### config.mk
export PLATFORM = sky130hd
export DESIGN_NAME = expression_parser_flat
export DESIGN_NICKNAME = d
export VERILOG_FILES = /design/src/rtl/expression_parser_pkg.sv /design/src/rtl/expression_parser_if.sv /design/src/rtl/expression_parser_decimal_accumulator.sv /design/src/rtl/expression_parser.sv /design/src/flat_wrapper.sv
export SDC_FILE = /design/constraint.sdc
export NUM_CORES = 1
export LEC_CHECK = 0
export CAP_MARGIN = 20
export CORE_MARGIN = 2
export CORE_UTILIZATION = 45
export DETAILED_ROUTE_END_ITERATION = 7
export HOLD_SLACK_MARGIN = 0.15
export PLACE_DENSITY = 0.67
export SLEW_MARGIN = 10
export SYNTH_ARGS = -nofsm -noshare
export SYNTH_HDL_FRONTEND = slang
export SYNTH_SLANG_ARGS = --single-unit
export TNS_END_PERCENT = 10
### constraint.sdc
create_clock -name clock -period 3.9 [get_ports clock]
set_input_delay 0.78 -clock clock [delete_from_list [all_inputs] [get_ports clock]]
set_output_delay 0.78 -clock clock [all_outputs]
set_load 0.02 [all_outputs]
### src/rtl/expression_parser_pkg.sv
// Shared types and ASCII/operator constants for the expression parser and
// the processing unit's operator decode.
package expression_parser_pkg;

  localparam int unsigned BYTE_W = 8;
  localparam int unsigned ACC_W  = 10;

  // Parser FSM states
  typedef enum logic [2:0] {
    IDLE,
    OPA,
    OPB_START,
    OPB,
    ISSUE,
    FLUSH
  } parser_state_t;

  // Input byte classification
  typedef enum logic [2:0] {
    CLS_DIGIT,
    CLS_OPER,
    CLS_TERM,
    CLS_SPACE,
    CLS_INVALID
  } char_class_t;

  // Parsed expression as handed to the processing unit
  typedef struct packed {
    logic [BYTE_W-1:0] operation;
    logic [BYTE_W-1:0] data_b;
    logic [BYTE_W-1:0] data_a;
  } expr_t;

  localparam logic [BYTE_W-1:0] ASCII_ZERO  = 8'h30;
  localparam logic [BYTE_W-1:0] ASCII_NINE  = 8'h39;
  localparam logic [BYTE_W-1:0] ASCII_SPACE = 8'h20;
  localparam logic [BYTE_W-1:0] ASCII_EQ    = 8'h3D;
  localparam logic [BYTE_W-1:0] ASCII_CR    = 8'h0D;

  localparam logic [BYTE_W-1:0] OP_ADD = 8'h2B;
  localparam logic [BYTE_W-1:0] OP_SUB = 8'h2D;
  localparam logic [BYTE_W-1:0] OP_MUL = 8'h2A;
  localparam logic [BYTE_W-1:0] OP_DIV = 8'h2F;
  localparam logic [BYTE_W-1:0] OP_AND = 8'h26;
  localparam logic [BYTE_W-1:0] OP_OR  = 8'h7C;

  // Map one ASCII byte onto its syntactic class
  function automatic char_class_t classify(input logic [BYTE_W-1:0] c);
    char_class_t cls;
    cls = CLS_INVALID;
    if ((c >= ASCII_ZERO) && (c <= ASCII_NINE)) begin
      cls = CLS_DIGIT;
    end else if ((c == OP_ADD) || (c == OP_SUB) || (c == OP_MUL) ||
                 (c == OP_DIV) || (c == OP_AND) || (c == OP_OR)) begin
      cls = CLS_OPER;
    end else if ((c == ASCII_EQ) || (c == ASCII_CR)) begin
      cls = CLS_TERM;
    end else if (c == ASCII_SPACE) begin
      cls = CLS_SPACE;
    end
    return cls;
  endfunction

endpackage

### src/rtl/expression_parser_if.sv
// Byte-stream input and parsed-expression output bundle of the parser.
interface expression_parser_if;
  import expression_parser_pkg::*;

  logic [BYTE_W-1:0] rx_data;
  logic              rx_valid;
  logic              rx_ready;
  logic [BYTE_W-1:0] data_a;
  logic [BYTE_W-1:0] data_b;
  logic [BYTE_W-1:0] operation;
  logic              op_valid;
  logic              parse_error;
  logic              busy;

  // Byte source / result consumer side
  modport master (
    output rx_data, rx_valid,
    input  rx_ready, data_a, data_b, operation, op_valid, parse_error, busy
  );

  // Parser side
  modport slave (
    input  rx_data, rx_valid,
    output rx_ready, data_a, data_b, operation, op_valid, parse_error, busy
  );

endinterface

### src/rtl/expression_parser_decimal_accumulator.sv
// Decimal operand accumulator: value = value*10 + digit, with a look-ahead
// flag telling whether the presented digit would break the range rules.
module expression_parser_decimal_accumulator
  import expression_parser_pkg::*;
#(
  parameter int unsigned MAX_DIGITS = 3,
  parameter int unsigned CNT_W      = 3
) (
  input  logic             clock,
  input  logic             reset,
  input  logic             i_clear,
  input  logic             i_load_digit,
  input  logic [3:0]       i_digit,
  output logic [ACC_W-1:0] o_value,
  output logic [CNT_W-1:0] o_digit_count,
  output logic             o_overflow_c
);

  localparam int unsigned WIDE_W = ACC_W + 4;

  logic [ACC_W-1:0]  r_value;
  logic [CNT_W-1:0]  r_count;
  logic [ACC_W-1:0]  w_base_value;
  logic [CNT_W-1:0]  w_base_count;
  logic [WIDE_W-1:0] w_next_value;
  logic [CNT_W:0]    w_next_count;

  // Candidate value/count if i_digit were loaded now; clear starts a fresh operand
  always_comb begin
    w_base_value = i_clear ? '0 : r_value;
    w_base_count = i_clear ? '0 : r_count;
    w_next_value = WIDE_W'(w_base_value) * WIDE_W'(10) + WIDE_W'(i_digit);
    w_next_count = (CNT_W + 1)'(w_base_count) + (CNT_W + 1)'(1);
    o_overflow_c = (w_next_value > WIDE_W'(255)) ||
                   (w_next_count > (CNT_W + 1)'(MAX_DIGITS));
  end

  // Accumulator and digit counter registers
  always_ff @(posedge clock or negedge reset) begin
    if (!reset) begin
      r_value <= '0;
      r_count <= '0;
    end else if (i_load_digit) begin
      r_value <= ACC_W'(w_next_value);
      r_count <= CNT_W'(w_next_count);
    end else if (i_clear) begin
      r_value <= '0;
      r_count <= '0;
    end
  end

  assign o_value       = r_value;
  assign o_digit_count = r_count;

endmodule

### src/rtl/expression_parser.sv
// ASCII "<A><op><B>=" stream parser feeding the arithmetic processing unit.
// Optional build macro EXPRESSION_PARSER_TIMEOUT_EN adds a mid-expression
// idle timeout that aborts the partial parse back to IDLE.
module expression_parser
  import expression_parser_pkg::*;
#(
  parameter int unsigned MAX_DIGITS = 3
`ifdef EXPRESSION_PARSER_TIMEOUT_EN
  , parameter int unsigned TIMEOUT_CYCLES = 50_000_000
`endif
) (
  input logic                clock,
  input logic                reset,
  expression_parser_if.slave bus
);

  localparam int unsigned CNT_W = $clog2(MAX_DIGITS + 2);

  parser_state_t     r_state;
  parser_state_t     w_state_nxt;
  expr_t             r_expr;
  logic [BYTE_W-1:0] r_operator;
  logic              r_rx_ready;
  logic              r_op_valid;
  logic              r_parse_error;
  logic              r_busy;

  char_class_t       w_class;
  logic              w_fire;
  logic [3:0]        w_digit;
  logic              w_clear_a;
  logic              w_clear_b;
  logic              w_load_a;
  logic              w_load_b;
  logic              w_store_op;
  logic              w_issue;
  logic              w_error;
  logic              w_timeout;
  logic              w_operands_ok;
  logic [ACC_W-1:0]  w_value_a;
  logic [ACC_W-1:0]  w_value_b;
  logic [CNT_W-1:0]  w_count_a;
  logic [CNT_W-1:0]  w_count_b;
  logic              w_ovf_a;
  logic              w_ovf_b;

  assign w_fire  = bus.rx_valid && r_rx_ready;
  assign w_class = classify(bus.rx_data);
  assign w_digit = bus.rx_data[3:0];

  // First digit of an operand restarts its accumulator
  assign w_clear_a = (r_state == IDLE)      && w_fire && (w_class == CLS_DIGIT);
  assign w_clear_b = (r_state == OPB_START) && w_fire && (w_class == CLS_DIGIT);

  // Loads are range-guarded, so this only guards against truncation at issue
  assign w_operands_ok = (w_value_a[ACC_W-1:8] == '0) && (w_value_b[ACC_W-1:8] == '0) &&
                         (w_count_a != '0) && (w_count_b != '0);

  expression_parser_decimal_accumulator #(
    .MAX_DIGITS (MAX_DIGITS),
    .CNT_W      (CNT_W)
  ) u_acc_a (
    .clock         (clock),
    .reset         (reset),
    .i_clear       (w_clear_a),
    .i_load_digit  (w_load_a),
    .i_digit       (w_digit),
    .o_value       (w_value_a),
    .o_digit_count (w_count_a),
    .o_overflow_c  (w_ovf_a)
  );

  expression_parser_decimal_accumulator #(
    .MAX_DIGITS (MAX_DIGITS),
    .CNT_W      (CNT_W)
  ) u_acc_b (
    .clock         (clock),
    .reset         (reset),
    .i_clear       (w_clear_b),
    .i_load_digit  (w_load_b),
    .i_digit       (w_digit),
    .o_value       (w_value_b),
    .o_digit_count (w_count_b),
    .o_overflow_c  (w_ovf_b)
  );

`ifdef EXPRESSION_PARSER_TIMEOUT_EN
  localparam int unsigned TIMER_W = 26;

  logic [TIMER_W-1:0] r_timer;
  logic               w_mid;

  assign w_mid     = (r_state == OPA) || (r_state == OPB_START) || (r_state == OPB);
  assign w_timeout = w_mid && !w_fire && (r_timer == TIMER_W'(TIMEOUT_CYCLES - 1));

  // Idle-cycle counter; restarts on every accepted byte and outside an expression
  always_ff @(posedge clock or negedge reset) begin
    if (!reset) begin
      r_timer <= '0;
    end else if (w_fire || !w_mid) begin
      r_timer <= '0;
    end else begin
      r_timer <= r_timer + TIMER_W'(1);
    end
  end
`else
  assign w_timeout = 1'b0;
`endif

  // Parser state register
  always_ff @(posedge clock or negedge reset) begin
    if (!reset) begin
      r_state <= IDLE;
    end else begin
      r_state <= w_state_nxt;
    end
  end

  // Next-state and per-byte actions
  always_comb begin
    w_state_nxt = r_state;
    w_load_a    = 1'b0;
    w_load_b    = 1'b0;
    w_store_op  = 1'b0;
    w_issue     = 1'b0;
    w_error     = 1'b0;

    case (r_state)
      IDLE: begin
        if (w_fire) begin
          case (w_class)
            CLS_DIGIT: begin
              w_load_a    = 1'b1;
              w_state_nxt = OPA;
            end
            CLS_TERM, CLS_SPACE: begin
            end
            default: begin
              w_error     = 1'b1;
              w_state_nxt = FLUSH;
            end
          endcase
        end
      end

      OPA: begin
        if (w_fire) begin
          case (w_class)
            CLS_DIGIT: begin
              if (w_ovf_a) begin
                w_error     = 1'b1;
                w_state_nxt = FLUSH;
              end else begin
                w_load_a = 1'b1;
              end
            end
            CLS_OPER: begin
              w_store_op  = 1'b1;
              w_state_nxt = OPB_START;
            end
            CLS_TERM: begin
              w_error     = 1'b1;
              w_state_nxt = IDLE;
            end
            CLS_SPACE: begin
            end
            default: begin
              w_error     = 1'b1;
              w_state_nxt = FLUSH;
            end
          endcase
        end
      end

      OPB_START: begin
        if (w_fire) begin
          case (w_class)
            CLS_DIGIT: begin
              w_load_b    = 1'b1;
              w_state_nxt = OPB;
            end
            CLS_TERM: begin
              w_error     = 1'b1;
              w_state_nxt = IDLE;
            end
            CLS_SPACE: begin
            end
            default: begin
              w_error     = 1'b1;
              w_state_nxt = FLUSH;
            end
          endcase
        end
      end

      OPB: begin
        if (w_fire) begin
          case (w_class)
            CLS_DIGIT: begin
              if (w_ovf_b) begin
                w_error     = 1'b1;
                w_state_nxt = FLUSH;
              end else begin
                w_load_b = 1'b1;
              end
            end
            CLS_TERM: begin
              if (w_operands_ok) begin
                w_issue     = 1'b1;
                w_state_nxt = ISSUE;
              end else begin
                w_error     = 1'b1;
                w_state_nxt = IDLE;
              end
            end
            CLS_SPACE: begin
            end
            default: begin
              w_error     = 1'b1;
              w_state_nxt = FLUSH;
            end
          endcase
        end
      end

      ISSUE: begin
        w_state_nxt = IDLE;
      end

      FLUSH: begin
        if (w_fire && (w_class == CLS_TERM)) begin
          w_state_nxt = IDLE;
        end
      end

      default: begin
        w_state_nxt = IDLE;
      end
    endcase

    // Timeout only fires when no byte arrives, so it never races an action above
    if (w_timeout) begin
      w_state_nxt = IDLE;
      w_error     = 1'b1;
    end
  end

  // Registered outputs, operator latch and result register
  always_ff @(posedge clock or negedge reset) begin
    if (!reset) begin
      r_rx_ready    <= 1'b1;
      r_op_valid    <= 1'b0;
      r_parse_error <= 1'b0;
      r_busy        <= 1'b0;
      r_operator    <= '0;
      r_expr        <= '0;
    end else begin
      r_rx_ready    <= (w_state_nxt != ISSUE);
      r_op_valid    <= w_issue;
      r_parse_error <= w_error;
      r_busy        <= (w_state_nxt != IDLE);
      if (w_store_op) begin
        r_operator <= bus.rx_data;
      end
      if (w_issue) begin
        r_expr <= '{operation: r_operator,
                    data_b:    w_value_b[BYTE_W-1:0],
                    data_a:    w_value_a[BYTE_W-1:0]};
      end
    end
  end

  assign bus.rx_ready    = r_rx_ready;
  assign bus.op_valid    = r_op_valid;
  assign bus.parse_error = r_parse_error;
  assign bus.busy        = r_busy;
  assign bus.data_a      = r_expr.data_a;
  assign bus.data_b      = r_expr.data_b;
  assign bus.operation   = r_expr.operation;

endmodule

### src/flat_wrapper.sv
// flat-port wrapper written by rule: the top's interface ports become plain ports
module expression_parser_flat import expression_parser_pkg::*;
#(
  parameter int unsigned MAX_DIGITS = 3

)
  (clock, reset, bus_rx_data, bus_rx_valid, bus_rx_ready, bus_data_a, bus_data_b, bus_operation, bus_op_valid, bus_parse_error, bus_busy);
  expression_parser_if bus_i ();
  input logic clock;
  input logic reset;
  input wire logic [$bits(bus_i.rx_data)-1:0] bus_rx_data;
  input wire logic [$bits(bus_i.rx_valid)-1:0] bus_rx_valid;
  output wire logic [$bits(bus_i.rx_ready)-1:0] bus_rx_ready;
  output wire logic [$bits(bus_i.data_a)-1:0] bus_data_a;
  output wire logic [$bits(bus_i.data_b)-1:0] bus_data_b;
  output wire logic [$bits(bus_i.operation)-1:0] bus_operation;
  output wire logic [$bits(bus_i.op_valid)-1:0] bus_op_valid;
  output wire logic [$bits(bus_i.parse_error)-1:0] bus_parse_error;
  output wire logic [$bits(bus_i.busy)-1:0] bus_busy;
  assign bus_i.rx_data = bus_rx_data;
  assign bus_i.rx_valid = bus_rx_valid;
  assign bus_rx_ready = bus_i.rx_ready;
  assign bus_data_a = bus_i.data_a;
  assign bus_data_b = bus_i.data_b;
  assign bus_operation = bus_i.operation;
  assign bus_op_valid = bus_i.op_valid;
  assign bus_parse_error = bus_i.parse_error;
  assign bus_busy = bus_i.busy;
  expression_parser #(.MAX_DIGITS(MAX_DIGITS)) u_core (.clock(clock), .reset(reset), .bus(bus_i));
endmodule
# --- After elaboration in Yosys (flattened, before gate mapping) ---
# Cells that the tools add are included.
totals:
  regBits: 65
  input_bits: 11
classes:
  reduce_logical: 29
  n_eq_ne: 17
  multipliers: 2
  magnitude_cmp: 6
  add_sub_neg: 4
  muxes: 54
ops:
  columns: ["op", "count"]
  rows:
  - ["$eq A8 B6 Y1 const B", 7]
  - ["$mux W3", 16]
  - ["$mux W10", 4]
  - ["$add A14 B4 Y14", 2]
  - ["$gt A14 B8 Y1 const B", 2]
  - ["$mul A10 B3 Y13 const B", 2]
  - ["$mux W1", 24]
  - ["$pmux W3 S3", 2]
  - ["$pmux W3 S5", 1]
  - ["$eq A3 B2 Y1 const B", 4]
  - ["$pmux W3 S4", 1]
  - ["$logic_and A1 B1 Y1", 10]
  - ["$reduce_bool A3 Y1", 3]
  - ["$add A3 B1 Y4 const B", 2]
  - ["$eq A8 B4 Y1 const B", 1]
  - ["$eq A8 B7 Y1 const B", 1]
  - ["$ge A8 B6 Y1 const B", 1]
  - ["$gt A4 B2 Y1 const B", 2]
  - ["$le A8 B6 Y1 const B", 1]
  - ["$logic_or A1 B1 Y1", 8]
  - ["$eq A3 B1 Y1 const B", 2]
  - ["$logic_not A3 Y1", 2]
  - ["$pmux W1 S2", 3]
  - ["$pmux W3 S2", 1]
  - ["other kinds (7)", 10]

# --- Logic depth before layout (Yosys ltp) ---
depth:
  word_depth: 20
  ltp_mapped: 16
  depth_no_buf: 13

# --- Hierarchy ---
# Synthesis repeated with hierarchy kept, for this count alone.
unflattened:
  cells_unflattened: 464
  hier_area_um2: 4712.0
modules_own_cells:
  columns: ["module", "area_per_inst_um2", "cells_per_inst", "instances", "seq_area_each_um2"]
  rows:
  - ["expression_parser", 1904.3, 146, 1, 977.2]
  - ["expression_parser_decimal_accumulator at u_core.u_acc_a", 1495.2, 173, 1, 325.3]
  - ["expression_parser_decimal_accumulator at u_core.u_acc_b", 1312.5, 145, 1, 325.3]

# --- Least setup slack after synthesis ---
# Ideal clock, no wire load.
synth_timing:
  kind: "input to register"
  start: "input bus_rx_valid"
  end: "register u_core.u_acc_b.r_value[1], in the netlist u_core.u_acc_b.o_value[1]"
  path_buffers: 3
  arrival_ns: 4.268
  setup_time_ns: 0.125
  path_slack_ns: -0.493
  path_stages: 15
  path_cell_list: "and4b_1 > buf_2 > nand4_1 > clkbuf_1 > and2_1 > ha_1 > ha_1 > or2_2 > o31a_1 > a311o_1 > a2111oi_4 > o211ai_2 > o21ai_2 > buf_6 > mux2_4"
synth_between:
  elab_chain_cells: 13
synth_lines:
  columns: ["element", "line", "rtl"]
  rows:
  - ["start: declaration", "flat_wrapper.sv:12", "input wire logic [$bits(bus_i.rx_valid)-1:0] bus_rx_valid;"]
  - ["$logic_and A1 B1 Y1 *", "expression_parser.sv:47", "assign w_fire = bus.rx_valid && r_rx_ready;"]
  - ["$logic_and A1 B1 Y1 (2 in series)", "expression_parser.sv:53", "assign w_clear_b = (r_state == OPB_START) && w_fire && (w_class == CLS_DIGIT);"]
  - ["$mux W10", "expression_parser_decimal_accumulator.sv:30", "w_base_value = i_clear ? '0 : r_value;"]
  - ["$mul A10 B3 Y13", "expression_parser_decimal_accumulator.sv:32", "w_next_value = WIDE_W'(w_base_value) * WIDE_W'(10) + WIDE_W'(i_digit);"]
  - ["$add A14 B4 Y14", "expression_parser_decimal_accumulator.sv:32", null]
  - ["$gt A14 B8 Y1", "expression_parser_decimal_accumulator.sv:34", "o_overflow_c = (w_next_value > WIDE_W'(255)) ||"]
  - ["$logic_or A1 B1 Y1", "expression_parser_decimal_accumulator.sv:34", null]
  - ["$mux W1", "expression_parser.sv:200", "if (w_ovf_b) begin"]
  - ["$mux W1", "expression_parser.sv:198", "case (w_class)"]
  - ["$mux W1", "expression_parser.sv:197", "if (w_fire) begin"]
  - ["$pmux W1 S2", "expression_parser.sv:128", "case (r_state)"]
  - ["$mux W10 *", "expression_parser_decimal_accumulator.sv:43", "end else if (i_load_digit) begin"]
  - ["end signal: assignment", "expression_parser_decimal_accumulator.sv:44", "r_value <= ACC_W'(w_next_value);"]
  - ["end: declaration", "expression_parser_decimal_accumulator.sv:21", "logic [ACC_W-1:0] r_value;"]
# Every way passes the cells marked *; elsewhere a longest branch is shown, timed or not.
# A chain may end at the register's enable or synchronous reset.

# --- Worst setup path in the final report ---
layout_timing:
  start: "input bus_rx_data[6]"
  end: "register u_core.u_acc_b.r_value[0], in the netlist u_core.u_acc_b.o_value[0]"
layout_between:
  elab_chain_cells: 20
layout_lines:
  columns: ["element", "line", "rtl"]
  rows:
  - ["start: declaration", "flat_wrapper.sv:11", "input wire logic [$bits(bus_i.rx_data)-1:0] bus_rx_data;"]
  - ["$eq A8 B6 Y1", "expression_parser_pkg.sv:53", "end else if ((c == OP_ADD) || (c == OP_SUB) || (c == OP_MUL) ||"]
  - ["$logic_or A1 B1 Y1 (3 in series)", "expression_parser_pkg.sv:53", null]
  - ["$logic_or A1 B1 Y1 (2 in series)", "expression_parser_pkg.sv:54", "(c == OP_DIV) || (c == OP_AND) || (c == OP_OR)) begin"]
  - ["$mux W3", "expression_parser_pkg.sv:53", null]
  - ["$mux W3 *", "expression_parser_pkg.sv:51", "if ((c >= ASCII_ZERO) && (c <= ASCII_NINE)) begin"]
  - ["$logic_not A3 Y1 *", "expression_parser.sv:53, expression_parser.sv:177, expression_parser.sv:198", null]
  - ["$logic_and A1 B1 Y1", "expression_parser.sv:53", null]
  - ["$mux W10", "expression_parser_decimal_accumulator.sv:30", null]
  - ["$mul A10 B3 Y13", "expression_parser_decimal_accumulator.sv:32", null]
  - ["$add A14 B4 Y14", "expression_parser_decimal_accumulator.sv:32", null]
  - ["$gt A14 B8 Y1", "expression_parser_decimal_accumulator.sv:34", null]
  - ["$logic_or A1 B1 Y1", "expression_parser_decimal_accumulator.sv:34", null]
  - ["$mux W1", "expression_parser.sv:200", null]
  - ["$mux W1", "expression_parser.sv:198", null]
  - ["$mux W1", "expression_parser.sv:197", null]
  - ["$pmux W1 S2", "expression_parser.sv:128", null]
  - ["$mux W10 *", "expression_parser_decimal_accumulator.sv:43", null]
# Marked as above.

==> out/qor.txt <==
Outcome - finished with violations
Failing checks - setup timing
Crit start category - primary input
RePlAce Congestion - 0.909
Post-route DRC - 0
Top_reg_cell synth - dfrtp_1
Max cap viols - 0
Post-synthesis sequential area ratio - 0.361
Final setup viols - 14
Boundary pin count - 39
Core box area - 9730 µm²
CTS H-tree lvls - 3
CTS tree - built
Clock Power Share - 0.304
Total GRT Usage - 0.236
HPWL reported at the end of detailed placement - 8970 µm
Total Power - 2.05 mW
Routed Antenna Nets - 0
Max_slew headroom - 0.624
Layout Area Growth over Synthesis - 45.8%
Yosys cell types - 73
Post-Route WL - 12,700 µm
Nets - 667
Routed vias/inst - 5.43
Commonest non-fill, non-tap cell in the layout - buf_4
Chip width - 104 µm
Initial Utilization - 0.463
EDFF count, synth - 0
Async S/R FF share, synth - 1.00
Slowest library cell on the worst path - fa_2
Initial DRT Pass Iterations - 4
Cell Chain, Critical Path - buf_6 -> buf_6 -> nand4bb_4 -> nor4_4 -> nor2_2 -> ha_4 -> inv_2 -> fa_2 -> nand2b_4 -> a311o_1 -> nand2b_4 -> nor4b_4 -> o211ai_2 -> o21ai_4 -> buf_6 -> mux2_4
CP arrival - 4.15 ns
CP startpoint - bus_rx_data[6]
Maximum VDD drop - 224 µV
Cells after Synth - 464
Gr ovfl total - 0
Synthesis-stage register bit count - 65
F_max - 0.256 GHz
Pin count of the biggest net entering global routing - 45
RSZ-0062 raised after global routing - true
Clock tree buffer depth - 2
Setup ws final - -0.0112 ns
Final core utilization - 0.676
CTS sink cnt - 65
Worst slew pin tran - 0.562 ns
Final Critical Period - 3.91 ns
First DRT Iteration DRCs - 234
Placed inst area - 5870 µm²
Clk slew on worst S/H paths - 0.08 ns
Reg2Reg Launch Point - u_core.r_state[2]
Fin Setup TNS - -0.0800 ns
Seq pwr share - 0.389
ANT cells - 0
Flop-to-flop setup slack - 0.03 ns
Clk_lat worst skew - 0.35 ns
CP required - 4.14 ns
Top cell by count, worst path - buf_6
Mapped Area - 4510 µm²
Die height - 104 µm
Fin Clk Skew - 0.00815 ns
Min-delay worst type - primary input to asynchronous set/reset pin
Layout Cells excl Fill - 760
Fraction of layout cells with a size suffix above 1 - 0.391
Pwr dens - 312 nW/µm²
Die area - 10,800 µm²
Synthesis warning total - 0
Final Cycle Share - 1.00
P_int - 1.36 mW
Antenna violations before repair - 0
CP endpoint kind - flop
Sw Share - 0.336
Crit-path max cell delay - 0.44 ns
Syn Nets - 509
Clock root buffer - clkbuf_8
Pleak - 3.16 nW
Final instance area - 6570 µm²
Commonest non-fill, non-tap cells in the layout - buf_4, dfrtp_1, nand2_1
Total number of vias - 4,130
Inst Count DP - 713
Final Slew Violations - 0
First-pass GRT wire length - 20,500 µm
NetSw - 0.690 mW
Average wire per standard cell - 16.7 µm
Worst Path Max Fanout - 7
Num CTS Buffers - 9
Critical path type - primary input to flop
Gate power share - 0.306
# rows - 36
Buffers on Ports - 38
Vias in the first global route - 4,159
Layout fillers - 769
Fin. Hold Viols - 0
Syn avg cell area - 9.72 µm²
-- logic make-up (layout without fill, tap and decap cells) --
logic type	Yosys count	after routing	synth area share
flops	65	65	0.361
buf+inv	31	194	0.0300
fa+ha+maj	35	35	0.100
xor+xnor	33	33	0.0641
mux	39	39	0.102
compound gates	83	83	0.135
simple gates	178	178	0.207
-- synth_stat cells, drive strengths merged, types with 6 or more instances --
cell,count,area (µm²)
a21o,6,45.0
a21oi,19,95.1
and2,20,125
and3,8,50.1
buf,6,41.3
clkbuf,7,26.3
dfrtp,64,1600
ha,32,400
inv,18,67.6
mux2,36,432
nand2,64,240
nand2b,6,37.5
nand3,9,45.0
nor2,23,86.3
nor3,9,45.0
o21ai,19,103
or3,6,37.5
xnor2,20,175
xor2,13,114
-- layer usage --
metal	part of all wire	global-route usage
met5	0	0
met4	0.014	0.0724
met3	0.040	0.0414
met2	0.52	0.411
met1	0.43	0.298
-- critical path: cells and delay by family --
family	cells	cell delay (ns)
multiplexers	1	0.30
buffers and inverters	4	0.44
adder cells (fa/ha/maj)	2	0.61
AND/OR/NAND/NOR	6	1.29
AO/OA/AOI/OAI	3	0.71
-- worst paths after layout --
path	to	cells after the start
setup reg to reg	u_core.u_acc_b.o_value[0]	13
min in group clock	u_core.bus.operation[1]	2
max in group asynchronous	u_core.bus.operation[6]	2
hold / removal	u_core.bus.operation[5]	1
hold reg to reg	u_core.bus.operation[1]	2
setup / recovery	u_core.u_acc_b.o_value[0]	16
-- power by group through the flow --
stage	Sequential, mW	Combinational, mW	Clock, mW
floorplan	0.784	0.368	0
global route	0.807	0.682	0.670
CTS	0.797	0.593	0.636
global placement	0.807	0.560	0
detailed placement	0.810	0.574	0
finish	0.799	0.628	0.625
-- per-stage QoR --
step                      worst slack [ns]  hold WS (ns)
after floorplan                     -0.161         0.430
after global placement              -0.906         0.445
after detailed placement            -0.930         0.453
after CTS                         -0.00322         0.478
after global routing                -0.138         0.262
final                              -0.0112         0.265
-- cell type report --
type                       count  area [µm²]  area share
tap                          133         166      0.0253
sequential                    65        1630       0.248
multi-input combinational    368        3150       0.480
clock buffer                   9         124      0.0188
clock inverter                 7        83.8      0.0128
inverter                      18        67.6      0.0103
timing repair buffer         160        1350       0.205
-- registers in the layout, summed over array words and instances, names as in the netlist --
register                      count
u_core.bus.data_a                 8
u_core.u_acc_b.o_digit_count      3
u_core.bus.op_valid               1
u_core.bus.parse_error            1
u_core.bus.busy                   1
u_core.u_acc_a.o_digit_count      3
u_core.u_acc_b.o_value           10
u_core.bus.data_b                 8
u_core.u_acc_a.o_value           10
u_core.r_state                    3
u_core.r_operator                 8
u_core.bus.rx_ready               1
u_core.bus.operation              8
-- timing repair --
action,in CTS,in global routing
hold buffers,0,0
buffers inserted,20,10
pin swaps,23,32
endpoints found under the setup margin,30,23
cloned,2,0
resized for setup,63,30
Power figures use the tool's default switching activity.
